## src/rtl/morse_pkg.sv

```systemverilog
// Shared types and constants for the Morse receive path: FSM states, element
// encoding, character limits and the dot-unit multipliers for the thresholds.
package morse_pkg;

    typedef enum logic [2:0] {
        WAIT_LOW,
        IDLE,
        MARK,
        GAP_ELEM,
        GAP_CHAR
    } state_t;

    localparam logic       ELEM_DOT      = 1'b0;
    localparam logic       ELEM_DASH     = 1'b1;
    localparam int         MAX_ELEMS     = 5;
    localparam logic [7:0] ASCII_UNKNOWN = 8'h3F;

    localparam int DASH_MULT = 2;
    localparam int CHAR_MULT = 2;
    localparam int WORD_MULT = 5;

endpackage

```

## src/rtl/morse_rx_decoder_if.sv

```systemverilog
// Decoded-character output bundle of the Morse receiver. CHAR_VALID and
// WORD_GAP are single-cycle strobes with no back-pressure (no ready): a consumer
// must capture CHAR_* on the strobe cycle; CHAR_* then hold until the next strobe.
interface morse_rx_decoder_if;
    import morse_pkg::*;

    logic       CHAR_VALID;
    logic [4:0] CHAR_PAT;
    logic [2:0] CHAR_LEN;
    logic [7:0] CHAR_ASCII;
    logic       CHAR_ERR;
    logic       WORD_GAP;
    logic       KEY_ACTIVE;
    state_t     dbg_state;

    modport master (
        output CHAR_VALID, CHAR_PAT, CHAR_LEN, CHAR_ASCII, CHAR_ERR,
               WORD_GAP, KEY_ACTIVE, dbg_state
    );

    modport slave (
        input CHAR_VALID, CHAR_PAT, CHAR_LEN, CHAR_ASCII, CHAR_ERR,
              WORD_GAP, KEY_ACTIVE, dbg_state
    );

endinterface

```

## src/rtl/morse_lut.sv

```systemverilog
// Combinational Morse lookup: (pattern, length) -> ASCII for A-Z and 0-9.
// Pattern holds the first element in bit0, 1 = dash; unused upper bits are 0.
module morse_lut
    import morse_pkg::*;
(
    input  logic [4:0] pat,
    input  logic [2:0] len,
    output logic [7:0] ascii
);

    always_comb begin
        ascii = ASCII_UNKNOWN;
        case ({len, pat})
            {3'd2, 5'd2}:  ascii = 8'h41; // A
            {3'd4, 5'd1}:  ascii = 8'h42; // B
            {3'd4, 5'd5}:  ascii = 8'h43; // C
            {3'd3, 5'd1}:  ascii = 8'h44; // D
            {3'd1, 5'd0}:  ascii = 8'h45; // E
            {3'd4, 5'd4}:  ascii = 8'h46; // F
            {3'd3, 5'd3}:  ascii = 8'h47; // G
            {3'd4, 5'd0}:  ascii = 8'h48; // H
            {3'd2, 5'd0}:  ascii = 8'h49; // I
            {3'd4, 5'd14}: ascii = 8'h4A; // J
            {3'd3, 5'd5}:  ascii = 8'h4B; // K
            {3'd4, 5'd2}:  ascii = 8'h4C; // L
            {3'd2, 5'd3}:  ascii = 8'h4D; // M
            {3'd2, 5'd1}:  ascii = 8'h4E; // N
            {3'd3, 5'd7}:  ascii = 8'h4F; // O
            {3'd4, 5'd6}:  ascii = 8'h50; // P
            {3'd4, 5'd11}: ascii = 8'h51; // Q
            {3'd3, 5'd2}:  ascii = 8'h52; // R
            {3'd3, 5'd0}:  ascii = 8'h53; // S
            {3'd1, 5'd1}:  ascii = 8'h54; // T
            {3'd3, 5'd4}:  ascii = 8'h55; // U
            {3'd4, 5'd8}:  ascii = 8'h56; // V
            {3'd3, 5'd6}:  ascii = 8'h57; // W
            {3'd4, 5'd9}:  ascii = 8'h58; // X
            {3'd4, 5'd13}: ascii = 8'h59; // Y
            {3'd4, 5'd3}:  ascii = 8'h5A; // Z
            {3'd5, 5'd31}: ascii = 8'h30; // 0
            {3'd5, 5'd30}: ascii = 8'h31; // 1
            {3'd5, 5'd28}: ascii = 8'h32; // 2
            {3'd5, 5'd24}: ascii = 8'h33; // 3
            {3'd5, 5'd16}: ascii = 8'h34; // 4
            {3'd5, 5'd0}:  ascii = 8'h35; // 5
            {3'd5, 5'd1}:  ascii = 8'h36; // 6
            {3'd5, 5'd3}:  ascii = 8'h37; // 7
            {3'd5, 5'd7}:  ascii = 8'h38; // 8
            {3'd5, 5'd15}: ascii = 8'h39; // 9
            default:       ascii = ASCII_UNKNOWN;
        endcase
    end

endmodule

```

## src/rtl/morse_rx_decoder.sv

```systemverilog
// Morse receiver: synchronises the key line, times marks/spaces against the dot
// unit, assembles elements into characters and flags character and word gaps.
module morse_rx_decoder
    import morse_pkg::*;
#(
    parameter int UNIT_CYCLES   = 25000000,
    parameter int GLITCH_CYCLES = 1000,
    parameter int CNT_W         = 28
) (
    input  logic              CLK,
    input  logic              RST,
    input  logic              KEY_IN,
    morse_rx_decoder_if.master rx
);

    localparam logic [CNT_W-1:0] GLITCH_TH = CNT_W'(GLITCH_CYCLES);
    localparam logic [CNT_W-1:0] DASH_TH   = CNT_W'(DASH_MULT * UNIT_CYCLES);
    localparam logic [CNT_W-1:0] CHAR_TH   = CNT_W'(CHAR_MULT * UNIT_CYCLES);
    localparam logic [CNT_W-1:0] WORD_TH   = CNT_W'(WORD_MULT * UNIT_CYCLES);
    localparam logic [CNT_W-1:0] CNT_ONE   = CNT_W'(1);
    localparam logic [2:0]       MAX_LEN   = 3'(MAX_ELEMS);

    logic             key_m, key_s;
    logic [1:0]       fill;
    state_t           state, state_n;
    logic [CNT_W-1:0] cnt, cnt_n, cnt_inc;
    logic [4:0]       pat, pat_n;
    logic [2:0]       len, len_n;
    logic             err, err_n;
    logic             emit_char, emit_word;
    logic             elem;
    logic [7:0]       lut_ascii;

    morse_lut u_lut (
        .pat   (pat),
        .len   (len),
        .ascii (lut_ascii)
    );

    assign cnt_inc       = (&cnt) ? cnt : cnt + CNT_ONE;
    assign elem          = (cnt >= DASH_TH) ? ELEM_DASH : ELEM_DOT;
    assign rx.KEY_ACTIVE = key_s;
    assign rx.dbg_state  = state;

    always_comb begin
        state_n   = state;
        cnt_n     = cnt;
        pat_n     = pat;
        len_n     = len;
        err_n     = err;
        emit_char = 1'b0;
        emit_word = 1'b0;
        case (state)
            // key_s is only meaningful once both synchroniser flops hold real
            // samples; this keeps a key held through reset from being decoded.
            WAIT_LOW: if (fill[1] && !key_s) state_n = IDLE;
            IDLE: begin
                if (key_s) begin
                    state_n = MARK;
                    cnt_n   = CNT_ONE;
                end
            end
            MARK: begin
                if (key_s) begin
                    cnt_n = cnt_inc;
                end else if (cnt < GLITCH_TH) begin
                    state_n = (len != 3'd0) ? GAP_ELEM : IDLE;
                    cnt_n   = CNT_ONE;
                end else begin
                    if (len == MAX_LEN) begin
                        err_n = 1'b1;
                    end else begin
                        pat_n[len] = elem;
                        len_n      = len + 3'd1;
                    end
                    state_n = GAP_ELEM;
                    cnt_n   = CNT_ONE;
                end
            end
            GAP_ELEM: begin
                if (key_s) begin
                    state_n = MARK;
                    cnt_n   = CNT_ONE;
                end else begin
                    cnt_n = cnt_inc;
                    if (cnt_inc == CHAR_TH) begin
                        emit_char = 1'b1;
                        pat_n     = '0;
                        len_n     = '0;
                        err_n     = 1'b0;
                        state_n   = GAP_CHAR;
                    end
                end
            end
            GAP_CHAR: begin
                if (key_s) begin
                    state_n = MARK;
                    cnt_n   = CNT_ONE;
                end else begin
                    cnt_n = cnt_inc;
                    if (cnt_inc == WORD_TH) begin
                        emit_word = 1'b1;
                        state_n   = IDLE;
                    end
                end
            end
            default: state_n = WAIT_LOW;
        endcase
    end

    always_ff @(posedge CLK) begin
        if (RST) begin
            key_m         <= 1'b0;
            key_s         <= 1'b0;
            fill          <= 2'd0;
            state         <= WAIT_LOW;
            cnt           <= '0;
            pat           <= '0;
            len           <= '0;
            err           <= 1'b0;
            rx.CHAR_VALID <= 1'b0;
            rx.WORD_GAP   <= 1'b0;
            rx.CHAR_PAT   <= '0;
            rx.CHAR_LEN   <= '0;
            rx.CHAR_ERR   <= 1'b0;
            rx.CHAR_ASCII <= 8'h00;
        end else begin
            key_m         <= KEY_IN;
            key_s         <= key_m;
            fill          <= fill[1] ? fill : fill + 2'd1;
            state         <= state_n;
            cnt           <= cnt_n;
            pat           <= pat_n;
            len           <= len_n;
            err           <= err_n;
            rx.CHAR_VALID <= emit_char;
            rx.WORD_GAP   <= emit_word;
            if (emit_char) begin
                rx.CHAR_PAT   <= pat;
                rx.CHAR_LEN   <= len;
                rx.CHAR_ERR   <= err;
                rx.CHAR_ASCII <= err ? ASCII_UNKNOWN : lut_ascii;
            end
        end
    end

endmodule

```

## src/flat_wrapper.sv

```systemverilog
// flat-port wrapper written by rule: the top's interface ports become plain ports
module morse_rx_decoder_flat import morse_pkg::*;
#(
    parameter int UNIT_CYCLES   = 25000000,
    parameter int GLITCH_CYCLES = 1000,
    parameter int CNT_W         = 28
)
  (CLK, RST, KEY_IN, rx_CHAR_VALID, rx_CHAR_PAT, rx_CHAR_LEN, rx_CHAR_ASCII, rx_CHAR_ERR, rx_WORD_GAP, rx_KEY_ACTIVE, rx_dbg_state);
  morse_rx_decoder_if rx_i ();
  input  logic CLK;
  input  logic RST;
  input  logic KEY_IN;
  output wire logic [$bits(rx_i.CHAR_VALID)-1:0] rx_CHAR_VALID;
  output wire logic [$bits(rx_i.CHAR_PAT)-1:0] rx_CHAR_PAT;
  output wire logic [$bits(rx_i.CHAR_LEN)-1:0] rx_CHAR_LEN;
  output wire logic [$bits(rx_i.CHAR_ASCII)-1:0] rx_CHAR_ASCII;
  output wire logic [$bits(rx_i.CHAR_ERR)-1:0] rx_CHAR_ERR;
  output wire logic [$bits(rx_i.WORD_GAP)-1:0] rx_WORD_GAP;
  output wire logic [$bits(rx_i.KEY_ACTIVE)-1:0] rx_KEY_ACTIVE;
  output wire logic [$bits(rx_i.dbg_state)-1:0] rx_dbg_state;
  assign rx_CHAR_VALID = rx_i.CHAR_VALID;
  assign rx_CHAR_PAT = rx_i.CHAR_PAT;
  assign rx_CHAR_LEN = rx_i.CHAR_LEN;
  assign rx_CHAR_ASCII = rx_i.CHAR_ASCII;
  assign rx_CHAR_ERR = rx_i.CHAR_ERR;
  assign rx_WORD_GAP = rx_i.WORD_GAP;
  assign rx_KEY_ACTIVE = rx_i.KEY_ACTIVE;
  assign rx_dbg_state = rx_i.dbg_state;
  morse_rx_decoder #(.UNIT_CYCLES(UNIT_CYCLES), .GLITCH_CYCLES(GLITCH_CYCLES), .CNT_W(CNT_W)) u_core (.CLK(CLK), .RST(RST), .KEY_IN(KEY_IN), .rx(rx_i));
endmodule
```

## config.mk

```make
export PLATFORM = sky130hd
export DESIGN_NAME = morse_rx_decoder_flat
export DESIGN_NICKNAME = d
export VERILOG_FILES = /design/src/rtl/morse_pkg.sv /design/src/rtl/morse_rx_decoder_if.sv /design/src/rtl/morse_lut.sv /design/src/rtl/morse_rx_decoder.sv /design/src/flat_wrapper.sv
export SDC_FILE = /design/constraint.sdc
export NUM_CORES = 1
export LEC_CHECK = 0
export CORE_MARGIN = 2
export CORE_UTILIZATION = 40
export DETAILED_ROUTE_END_ITERATION = 10
export PLACE_DENSITY = 0.53
export SYNTH_ARGS = -nofsm -noshare
export SYNTH_HDL_FRONTEND = slang
export SYNTH_SLANG_ARGS = --single-unit
```

## constraint.sdc

```tcl
create_clock -name CLK -period 6.86 [get_ports CLK]
set_input_delay 1.372 -clock CLK [delete_from_list [all_inputs] [get_ports CLK]]
set_output_delay 1.372 -clock CLK [all_outputs]
set_load 0.05 [all_outputs]
```

After elaboration in Yosys (flattened, before gate mapping)
Cells that the tools add are included.
Widths: inputs -> output; s select.
{ "word_totals": {"ram_bits": 0, "output_inout_bits": 23, "mem_bits_ro": 0, "latchBits": 0, "wordCells": 134, "n_memories": 0, "regBits": 63, "in_bits": 3} }
{ "classes": {"muxes": 44, "n_mul": 0, "n_reduce_logical": 14, "order_cmp": 4, "add_sub_neg": 3, "eq_ne": 53, "n_bitwise": 1, "shift": 0, "div": 0} }
{ "ops": {"columns": ["op", "count"], "rows": [
  ["$pmux 7 s36", 1],
  ["$eq 8x8->1 const B", 22],
  ["$mux 28", 4],
  ["$eq 8x7->1 const B", 12],
  ["$pmux 28 s3", 1],
  ["$mux 3", 13],
  ["$add 28x1->28 const B", 1],
  ["$eq 28x26->1 const B", 1],
  ["$eq 28x27->1 const B", 1],
  ["$ge 28x26->1 const B", 1],
  ["$lt 28x10->1 const B", 1],
  ["$reduce_and 28->1", 1],
  ["$mux 5", 5],
  ["$eq 8x6->1 const B", 2],
  ["$pmux 3 s5", 1],
  ["$reduce_and 6->1", 2],
  ["$mux 1", 11],
  ["$pmux 5 s2", 1],
  ["$ne 2x1->1 const B", 4],
  ["$ne 2x2->1 const B", 4],
  ["$mux 7", 1],
  ["$eq 3x2->1 const B", 2],
  ["$eq 3x3->1 const B", 2],
  ["$ne 3x1->1 const B", 2],
  ["other kinds (20)", 23]
]} }

Logic depth before layout (Yosys ltp)
Gate-level depths: netlist (run 1).
{ "depth": {"ltp_word": 9, "depth_mapped": 13, "ltp_nobuf": 11} }

Modules after synthesis
From an unflattened synthesis (run 1), not the netlist that was laid out.
{ "hier_totals": {"hier_cells": 652, "area_unflattened_um2": 4854.7} }
{ "by_module_without_submodules": {"columns": ["mod", "seq_area_each_um2", "cells_each", "n_inst", "area_per_inst_um2"], "rows": [
  ["morse_rx_decoder", 1261.2, 525, 1, 4002.6],
  ["morse_lut", 0.0, 127, 1, 852.1]
]} }

Worst setup path after synthesis (run 1)
OpenSTA, ideal clock, no wires.
{ "synth_timing": {"path_type": "register -> register", "from": "register u_core.cnt[0]", "to": "register u_core.rx.CHAR_ERR", "setup_time_ns": 0.128, "n_path_buf": 2, "required_time_ns": 6.732, "slack_ns": 3.526, "arrival_ns": 3.207, "path_stages_with_launch": 13, "cell_sequence": "dfxtp_1 -> ha_1 -> nand4_1 -> nor4_1 -> nand2_1 -> mux2_2 -> nor4_1 -> nand3_1 -> or4_1 -> buf_2 -> buf_2 -> mux2i_1 -> nor2_1"} }
{ "synth_between": {"elab_chain_cells": 6, "word_cells_on_any_way": 7, "classes_between": "add/sub: 1; eq/ne: 1; mux: 4; reduce/logical: 1"} }
{ "synth_rtl": {"columns": ["item", "line_no", "text"], "rows": [
  ["start: declaration", "morse_rx_decoder.sv:26", "logic [CNT_W-1:0] cnt, cnt_n, cnt_inc;"],
  ["start signal: assignment", "morse_rx_decoder.sv:132", "cnt <= cnt_n;"],
  ["$add 28x1->28 or $reduce_and 28->1 (tied branches)", "morse_rx_decoder.sv:40", "assign cnt_inc = (&cnt) ? cnt : cnt + CNT_ONE;"],
  ["$mux 28 (*)", "morse_rx_decoder.sv:40", null],
  ["$eq 28x26->1 (*)", "morse_rx_decoder.sv:86", "if (cnt_inc == CHAR_TH) begin"],
  ["$mux 1 (*)", "morse_rx_decoder.sv:86", null],
  ["$mux 1 (*)", "morse_rx_decoder.sv:81", "if (key_s) begin"],
  ["$mux 1 (*)", "morse_rx_decoder.sv:53", "case (state)"],
  ["end signal: assignment", "morse_rx_decoder.sv:141", "rx.CHAR_ERR <= err;"],
  ["end: declaration", "morse_rx_decoder_if.sv:17", "output CHAR_VALID, CHAR_PAT, CHAR_LEN, CHAR_ASCII, CHAR_ERR,"]
]} }
Mark *: on every way between the ends. The rest lies on a longest branch, timed or not.
A chain may end at the register's enable or synchronous reset.

Worst setup path in the final report (run 1)
{ "layout_timing": {"from": "register u_core.cnt[0]", "to": "register u_core.pat[0]"} }
{ "layout_between": {"elab_chain_cells": 7, "word_cells_on_any_way": 15, "classes_between": "add/sub: 1; order compare: 2; eq/ne: 3; mux: 7; reduce/logical: 2"} }
{ "layout_rtl": {"columns": ["item", "line_no", "text"], "rows": [
  ["branches (longest 7 deep; another with $add 28x1->28)", null, null],
  ["end signal: assignment", "morse_rx_decoder.sv:133", "pat <= pat_n;"],
  ["end: declaration", "morse_rx_decoder.sv:27", "logic [4:0] pat, pat_n;"]
]} }
Several ways; the timed one is not identified. The select of a mux whose other input is x is not followed.

==> flow_summary.yaml, run 1 <==
outcome:
  status: "finished clean"
route:
  drtPass1Iterations: 5
  viasPerCell: 6.09
  drc: 0
  drtAntennaViolNets: 0
  routed_wl_mm: 12.7
  num_vias: 4363
  wl_per_cell_um: 17.8
  drtIter0Drc: 395
yosys:
  synth_top_area_share_pct: 27.8
  ys_seq_area_share_pct: 27.8
  yosysWarnings: 0
  synth_top_flop_cell: "dfxtp_1"
  synth_compound_area_share_pct: 25.2
  synth_area_leaders: "dfxtp_1 (28%), nor2_1 (6.5%), a21oi_1 (5.5%)"
  postSynthAreaPerCell_um2: 7.68
  synth-xor-area-share_pct: 3.34
  synth_seq_cells: 62
  muxShareOfSynthArea_pct: 2.72
  synth_top_family_by_area: "simple AND/OR/NAND/NOR gates"
  synth-edff-count: 0
  yosys.area_share.adder_pct: 1.40
  synth_fp_nets: 589
  yosysTopAreaCell: "dfxtp_1"
  synthSimpleGateAreaFrac_pct: 30.6
  netlist-cell-type-count: 74
  netlist_area_mm2: 0.00446
  async_flop_share_pct: 0
  synthCells: 581
timing:
  fin_ws_ns: 2.58
  max_freq_mhz: 234
  max_slew_margin_pct: 36.0
  max_slew.worst_pin.slew_ns: 0.951
  setup_tns_ns: 0
  setup_viol: 0
  fin_crit_ns: 4.28
  drv_slew: 0
  hold_viol_final: 0
  finClkSkew_ns: 0.00635
  rsz0062_at_grt: "no"
  timing.final.crit_share_pct: 62.3
cts:
  cts_setup_buffers: 0
  cts_sinks: 62
  cts_resized: 0
  h-tree-depth: 3
  cts_buffers: 9
  cts.path.max_buffers: 2
  cts_tree: "done"
  clk-insertion-delay-late_ns: 0.36
  hold_buffers: 0
  root_buffer: "clkbuf_8"
  cts.clk_slew.worst_paths_ns: 0.07
finish:
  fill_cells: 1119
  syn2layout_area_growth_pct: 7.76
  layout_common_cells: "nor2_1 (77), dfxtp_1 (62), nand2_1 (51)"
  finalNetCount: 580
  final_common_cell: "nor2_1"
  drive_above_1_share_pct: 8.67
  diodes: 0
grt:
  track_usage_pct: 22.7
  grt_remaining_overflow: 0
  grt_pass1_wl_mm: 20.9
  grt_pass1_vias: 3828
  grt_max_degree: 57
  antenna_found_initial: 0
critical_path:
  cp_cell_sequence: "ha_1 -> and4_1 -> nand3_2 -> nor4_1 -> xnor2_1 -> nor4_1 -> nand3_2 -> or4_1 -> nand3b_1 -> o21ai_1 -> a22o_1"
  critPathMaxFanout: 19
  cp_top_family: "simple AND/OR/NAND/NOR gates"
  worst-setup-path-type: "register to register"
  max_stage_delay_ns: 0.91
  arrival_ns: 4.53
  worst_setup_path_end_kind: "register"
  cp-start-kind: "register"
  slowest_stage: "or4_1"
  worst-path-buf-inv: 0
  r2r_slack_ns: 2.58
  crit_required_ns: 7.12
job:
  cap_violations: 0
die:
  ios: 26
  die-width_um: 110
  dieHeight_um: 110
  die_area_mm2: 0.0120
  core-area_mm2: 0.0109
  rows: 38
  initial_core_util_pct: 41.0
place:
  gp_congestion: 0.910
  dp_hpwl_mm: 8.95
  io_buffers: 24
  place_ws_ns: 2.61
power:
  power_density_mw_per_mm2: 180
  power_mw: 0.865
  leakagePower_nw: 1.67
  ir_drop_uv: 89.9
hold_path:
  hold_path.class: "register to register"
[registers in the layout, indices dropped and copies added, names as in the netlist, 2 cells and up]
name	count
u_core.len	3
u_core.pat	5
u_core.rx.CHAR_ASCII	7
u_core.cnt	28
u_core.rx.CHAR_LEN	3
u_core.rx.CHAR_PAT	5
u_core.rx.dbg_state	3
u_core.fill	2
[tightest hold or removal path, cell delays in order (launching register included)]
cell and delay [ns]:
dfxtp_1 0.31, nand2_1 0.05, a21oi_1 0.05
[metrics by stage]
stage                     instance area [µm²]  hold WS [ns]  instances  util [%]
final                                    4810         0.450        717      44.2
after global routing                     4810         0.463        717      44.2
after CTS                                4810         0.454        717      44.2
after detailed placement                 4600         0.444        701      42.2
after global placement                   4600         0.431        701      42.2
after floorplan                          4460         0.414        581         -
[cell usage after synthesis, drive strengths merged (8+ instances only)]
master,count
nor3,19
inv,20
nor2,78
clkbuf,29
o21ai,36
a22oi,8
nand3,20
buf,20
dfxtp,62
and3,10
nand4,14
mux2i,11
a21oi,49
nand2,51
xnor2,10
nor4,21
[routing by layer]
metal | vias up | GRT usage (%) | part of all wire, %
li1 | 2117 | - | -
met1 | 2057 | 35.3 | 51
met2 | 174 | 31.0 | 41
met3 | 15 | 3.44 | 6.3
met4 | 0 | 8.41 | 1.8
met5 | - | 0 | 0
[kinds of logic (layout without fill, tap and decap cells)]
logic type / after synthesis / count (layout)
XOR/XNOR: 17 / 17
buffers and inverters: 69 / 65
multiplexers: 12 / 12
AO/OA/AOI/OAI: 164 / 164
other: 1 / 1
AND/OR/NAND/NOR: 251 / 251
flip-flops: 62 / 62
adder cells (fa/ha/maj): 5 / 5
[where the power goes]
part	switching (mW)	internal (mW)	total, mW
Clock	0.145	0.213	0.358
Combinational	0.0855	0.0368	0.122
Sequential	0.0162	0.368	0.384
Total	0.246	0.618	0.865
[final timing paths]
| path | start | endpoint | cells past startpoint |
|---|---|---|---|
| max | u_core.cnt[0] | u_core.pat[0] | 11 |
| min | u_core.rx.CHAR_ASCII[6] | u_core.rx.CHAR_ASCII[6] | 2 |
| max reg2reg | u_core.cnt[0] | u_core.pat[0] | 11 |
| min reg2reg | u_core.rx.CHAR_ASCII[6] | u_core.rx.CHAR_ASCII[6] | 2 |
[area by class of cell]
class | instances | area [µm²] | area share, %
tap | 140 | 175 | 3.64
inverter | 20 | 75.1 | 1.56
clock inverter | 4 | 70.1 | 1.46
timing repair buffer | 29 | 273 | 5.67
sequential | 62 | 1240 | 25.8
clock buffer | 12 | 145 | 3.02
multi-input combinational | 450 | 2830 | 58.9
Power figures use the tool's default switching activity.
==> run 2, diff against run 1 <==
Clock period 6.86 ns to 4.42 ns, I/O delays scaled along.
==> flow_summary.yaml, run 2 (same netlist as run 1, synthesis figures left out) <==
power:
  seqPwrFrac_pct: 44.0
  power_mw: 1.36
  clkPwrFrac_pct: 42.3
  combinationalPowerShare_pct: 13.7
  power_density_mw_per_mm2: 279
  p_sw_mw: 0.413
  p_int_mw: 0.944
  leakagePower_nw: 1.70
  switching_share_pct: 30.4
  ir_drop_uv: 176
timing:
  rsz0062_at_grt: "no"
  max_freq_mhz: 250
  max_slew.worst_pin.slew_ns: 1.27
  setup_viol: 0
  worst_hold_slack_ns: 0.452
  fin_crit_ns: 4.00
  setup_tns_ns: 0
  timing.final.crit_share_pct: 90.5
  finClkSkew_ns: 0.0117
  drv_slew: 0
  max_slew_margin_pct: 14.8
  hold_viol_final: 0
route:
  num_vias: 4380
  viasPerCell: 6.05
  drtPass1Iterations: 7
  drtIter0Drc: 436
  wl_per_cell_um: 18.1
  routed_wl_mm: 13.1
  drtAntennaViolNets: 0
  drc: 0
finish:
  largest_reg_flops: 28
  diodes: 0
  stdcell_count: 724
  layout_common_cells: "nor2_1 (77), dfxtp_1 (62), nand2_1 (51)"
  finalNetCount: 587
  largestRegisters: "u_core.cnt: 28 flops, u_core.rx.CHAR_ASCII: 7 flops"
  final_common_cell: "nor2_1"
  syn2layout_area_growth_pct: 9.08
  top_register: "u_core.cnt"
  fin_area_mm2: 0.00487
  drive_above_1_share_pct: 10.1
  fill_cells: 1089
grt:
  grt_pass1_wl_mm: 21.4
  grt_pass1_vias: 4023
  antenna_found_initial: 0
  track_usage_pct: 23.2
  grt_remaining_overflow: 0
  grt_max_degree: 35
die:
  die_area_mm2: 0.0120
  initial_core_util_pct: 41.0
  core-area_mm2: 0.0109
  ios: 26
  die-width_um: 110
  rows: 38
  dieHeight_um: 110
cts:
  cts_resized: 0
  cts_tree: "done"
  cts_buffers: 9
  cts_sinks: 62
  root_buffer: "clkbuf_8"
  cts.path.max_buffers: 2
  cts.clk_slew.worst_paths_ns: 0.08
  clk-insertion-delay-late_ns: 0.36
  hold_buffers: 0
  h-tree-depth: 3
  cts_setup_buffers: 0
critical_path:
  r2r_cells: 11
  cp_cell_sequence: "ha_1 -> nand4_1 -> nor3_4 -> a2111oi_0 -> xor2_1 -> nor4_1 -> nand3_2 -> or4_1 -> nand3b_1 -> o21ai_1 -> a22o_1"
  slowest_stage: "or4_1"
  max_stage_delay_ns: 0.72
  worst-setup-path-type: "register to register"
  crit_required_ns: 4.67
  critPathMaxFanout: 12
  worst_setup_path_end_kind: "register"
  arrival_ns: 4.25
  cp-start-kind: "register"
job:
  cap_violations: 0
outcome:
  status: "finished clean"
place:
  gp_congestion: 0.909
  placed_cell_area_mm2: 0.00465
  placed_cells: 708
  dp_hpwl_mm: 9.19
  io_buffers: 24
hold_path:
  hold_path.class: "register to register"
  hold_path_depth: 1
## run 2: cell types whose count changed in the layout (fill, tap and decap cells not counted)
cell	delta
clkinv_2	-1
clkinvlp_4	+2
inv_6	+1
clkbuf_8	-1
buf_4	+7
clkbuf_1	-2
clkinv_4	+1
## run 2: final cells by class
type                       instances  area [µm²]  share of cell area [%]
clock buffer                       9         124                    2.54
inverter                          20        75.1                    1.54
sequential                        62        1240                    25.5
timing repair buffer              36         325                    6.68
multi-input combinational        450        2830                    58.1
tap                              140         175                    3.60
clock inverter                     7        97.6                    2.00
## run 2: through the flow
step,util [%],setup slack (ns)
finish,44.7,0.419
global route,44.7,0.0715
CTS,44.7,0.450
detailed placement,42.7,0.468
global placement,42.7,0.497
floorplan,-,1.09
## run 2: worst paths after layout
check / from / end / slack, ns
max: u_core.cnt[0] / u_core.pat[1] / 0.42
min: u_core.key_m / u_core.rx.KEY_ACTIVE / 0.45
max reg2reg: u_core.cnt[0] / u_core.pat[1] / 0.42
min reg2reg: u_core.key_m / u_core.rx.KEY_ACTIVE / 0.45
## run 2: power groups by stage
stage               clock, mW  combinational [mW]  sequential (mW)
floorplan                   0               0.132            0.614
global placement            0               0.184            0.608
detailed placement          0               0.183            0.610
CTS                     0.593               0.184            0.597
global route            0.613               0.209            0.600
finish                  0.574               0.186            0.597
## run 2: metal layers
| layer | global-route usage, % | up-vias | wire length [µm] |
|---|---|---|---|
| li1 | - | 2138 | - |
| met1 | 35.2 | 2021 | 6470 |
| met2 | 32.3 | 195 | 5380 |
| met3 | 5.33 | 26 | 1060 |
| met4 | 6.33 | 0 | 206 |
| met5 | 0 | - | 0 |
## run 2: critical path: cells and delay by family, from the launching register on
family,cells,cell delay (ns)
compound gates,3,0.54
xor+xnor,1,0.24
fa+ha+maj,1,0.26
flops,1,0.46
simple gates,6,2.39
==> run 3, diff against run 2 <==
Settings changed: CORE_MARGIN 2 to 5.
==> flow_summary.yaml, run 3 (same netlist as run 1, synthesis figures left out) <==
place:
  io_buffers: 24
  place_ws_ns: 0.432
  dp_hpwl_mm: 9.24
  gp_congestion: 0.962
  placed_cell_area_mm2: 0.00462
critical_path:
  crit_path_start: "u_core.cnt[0]"
  cp_top_family: "simple AND/OR/NAND/NOR gates"
  slowest_stage: "nor3_4"
  max_stage_delay_ns: 0.69
  worst-path-buf-inv: 0
  cp-start-kind: "register"
  worst-setup-path-type: "register to register"
  arrival_ns: 4.25
  r2r_start: "u_core.cnt[0]"
  critPathMaxFanout: 12
  crit_required_ns: 4.66
  cp_cell_sequence: "ha_1 -> nand4_1 -> nor3_4 -> a211oi_1 -> xnor2_1 -> nor4_1 -> nand3_1 -> or4_1 -> nand3b_1 -> o21ai_1 -> a22o_1"
  worst_setup_path_end_kind: "register"
power:
  switching_share_pct: 29.6
  seqPwrFrac_pct: 44.7
  ir_drop_uv: 205
  leakagePower_nw: 1.68
  clkPwrFrac_pct: 41.8
  p_int_mw: 0.941
  combinationalPowerShare_pct: 13.5
  p_sw_mw: 0.395
  power_density_mw_per_mm2: 276
finish:
  finalNetCount: 583
  drive_above_1_share_pct: 9.48
  syn2layout_area_growth_pct: 8.41
  diodes: 0
  largest_reg_flops: 28
  layout_common_cells: "nor2_1 (77), dfxtp_1 (62), nand2_1 (51)"
  fin_area_mm2: 0.00484
  largestRegisters: "u_core.cnt: 28 flops, u_core.rx.CHAR_ASCII: 7 flops"
  fill_cells: 1138
  top_register: "u_core.cnt"
  final_common_cell: "nor2_1"
route:
  wl_per_cell_um: 17.8
  drtAntennaViolNets: 0
  drtIter0Drc: 585
  num_vias: 4363
  viasPerCell: 6.06
  drtPass1Iterations: 5
  drc: 0
  routed_wl_mm: 12.8
cts:
  cts_buffers: 9
  h-tree-depth: 3
  cts.path.max_buffers: 2
  cts.clk_slew.worst_paths_ns: 0.07
  root_buffer: "clkbuf_8"
  hold_buffers: 0
  cts_setup_buffers: 0
  cts_resized: 0
  cts_tree: "done"
  clk-insertion-delay-late_ns: 0.35
  cts_sinks: 62
timing:
  drv_slew: 0
  fin_crit_ns: 4.01
  max_slew.worst_pin.slew_ns: 1.26
  setup_tns_ns: 0
  max_slew_margin_pct: 15.8
  max_freq_mhz: 250
  timing.final.crit_share_pct: 90.7
  finClkSkew_ns: 0.00805
  hold_viol_final: 0
  setup_viol: 0
  rsz0062_at_grt: "no"
  fin_ws_ns: 0.412
job:
  cap_violations: 0
die:
  core-area_mm2: 0.0109
  rows: 38
  die_area_mm2: 0.0134
  ios: 26
  dieHeight_um: 116
  die-width_um: 116
  initial_core_util_pct: 41.0
grt:
  track_usage_pct: 19.6
  grt_max_degree: 35
  antenna_found_initial: 0
  grt_pass1_wl_mm: 20.9
  grt_pass1_vias: 3851
  grt_remaining_overflow: 0
hold_path:
  hold_path.class: "register to register"
  worstHoldStart: "u_core.key_m"
outcome:
  status: "finished clean"
## run 3: cell type report
class                           instances  area (µm²)  share of cell area [%]
Sequential cell                        62        1240                    25.6
Clock buffer                            9         124                    2.56
Tap cell                              140         175                    3.62
Inverter                               20        75.1                    1.55
Clock inverter                          7        97.6                    2.02
Multi-Input combinational cell        450        2830                    58.5
Timing Repair Buffer                   32         295                    6.10
## run 3: worst paths after layout
check | end | slack, ns | cells past startpoint
worst min-delay path | u_core.rx.KEY_ACTIVE | 0.45 | 1
worst max register to register | u_core.pat[1] | 0.41 | 11
worst max-delay path | u_core.pat[1] | 0.41 | 11
worst min register to register | u_core.rx.KEY_ACTIVE | 0.45 | 1
## run 3: per-stage QoR
stage / total power [mW] / hold WS (ns) / cells / utilization (%)
finish: 1.34 / 0.452 / 720 / 44.4
CTS: 1.36 / 0.462 / 720 / 44.4
global placement: 0.790 / 0.449 / 704 / 42.4
floorplan: 0.746 / 0.414 / 581 / -
detailed placement: 0.791 / 0.444 / 704 / 42.4
global route: 1.40 / 0.472 / 720 / 44.4
## run 3: layer usage
layer  routed length [µm]  GRT usage, %  vias to the layer above
li1                     -             -                     2132
met1                 6410          29.9                     2044
met2                 5360          27.0                      169
met3                  919          5.12                       18
met4                  151          5.57                        0
met5                    0             0                        -
## run 3: power groups by stage
stage / Combinational (mW) / Clock, mW / Sequential (mW)
after floorplan: 0.132 / 0 / 0.614
after global placement: 0.181 / 0 / 0.609
after detailed placement: 0.180 / 0 / 0.610
after CTS: 0.181 / 0.578 / 0.597
after global routing: 0.198 / 0.598 / 0.601
final: 0.181 / 0.558 / 0.597
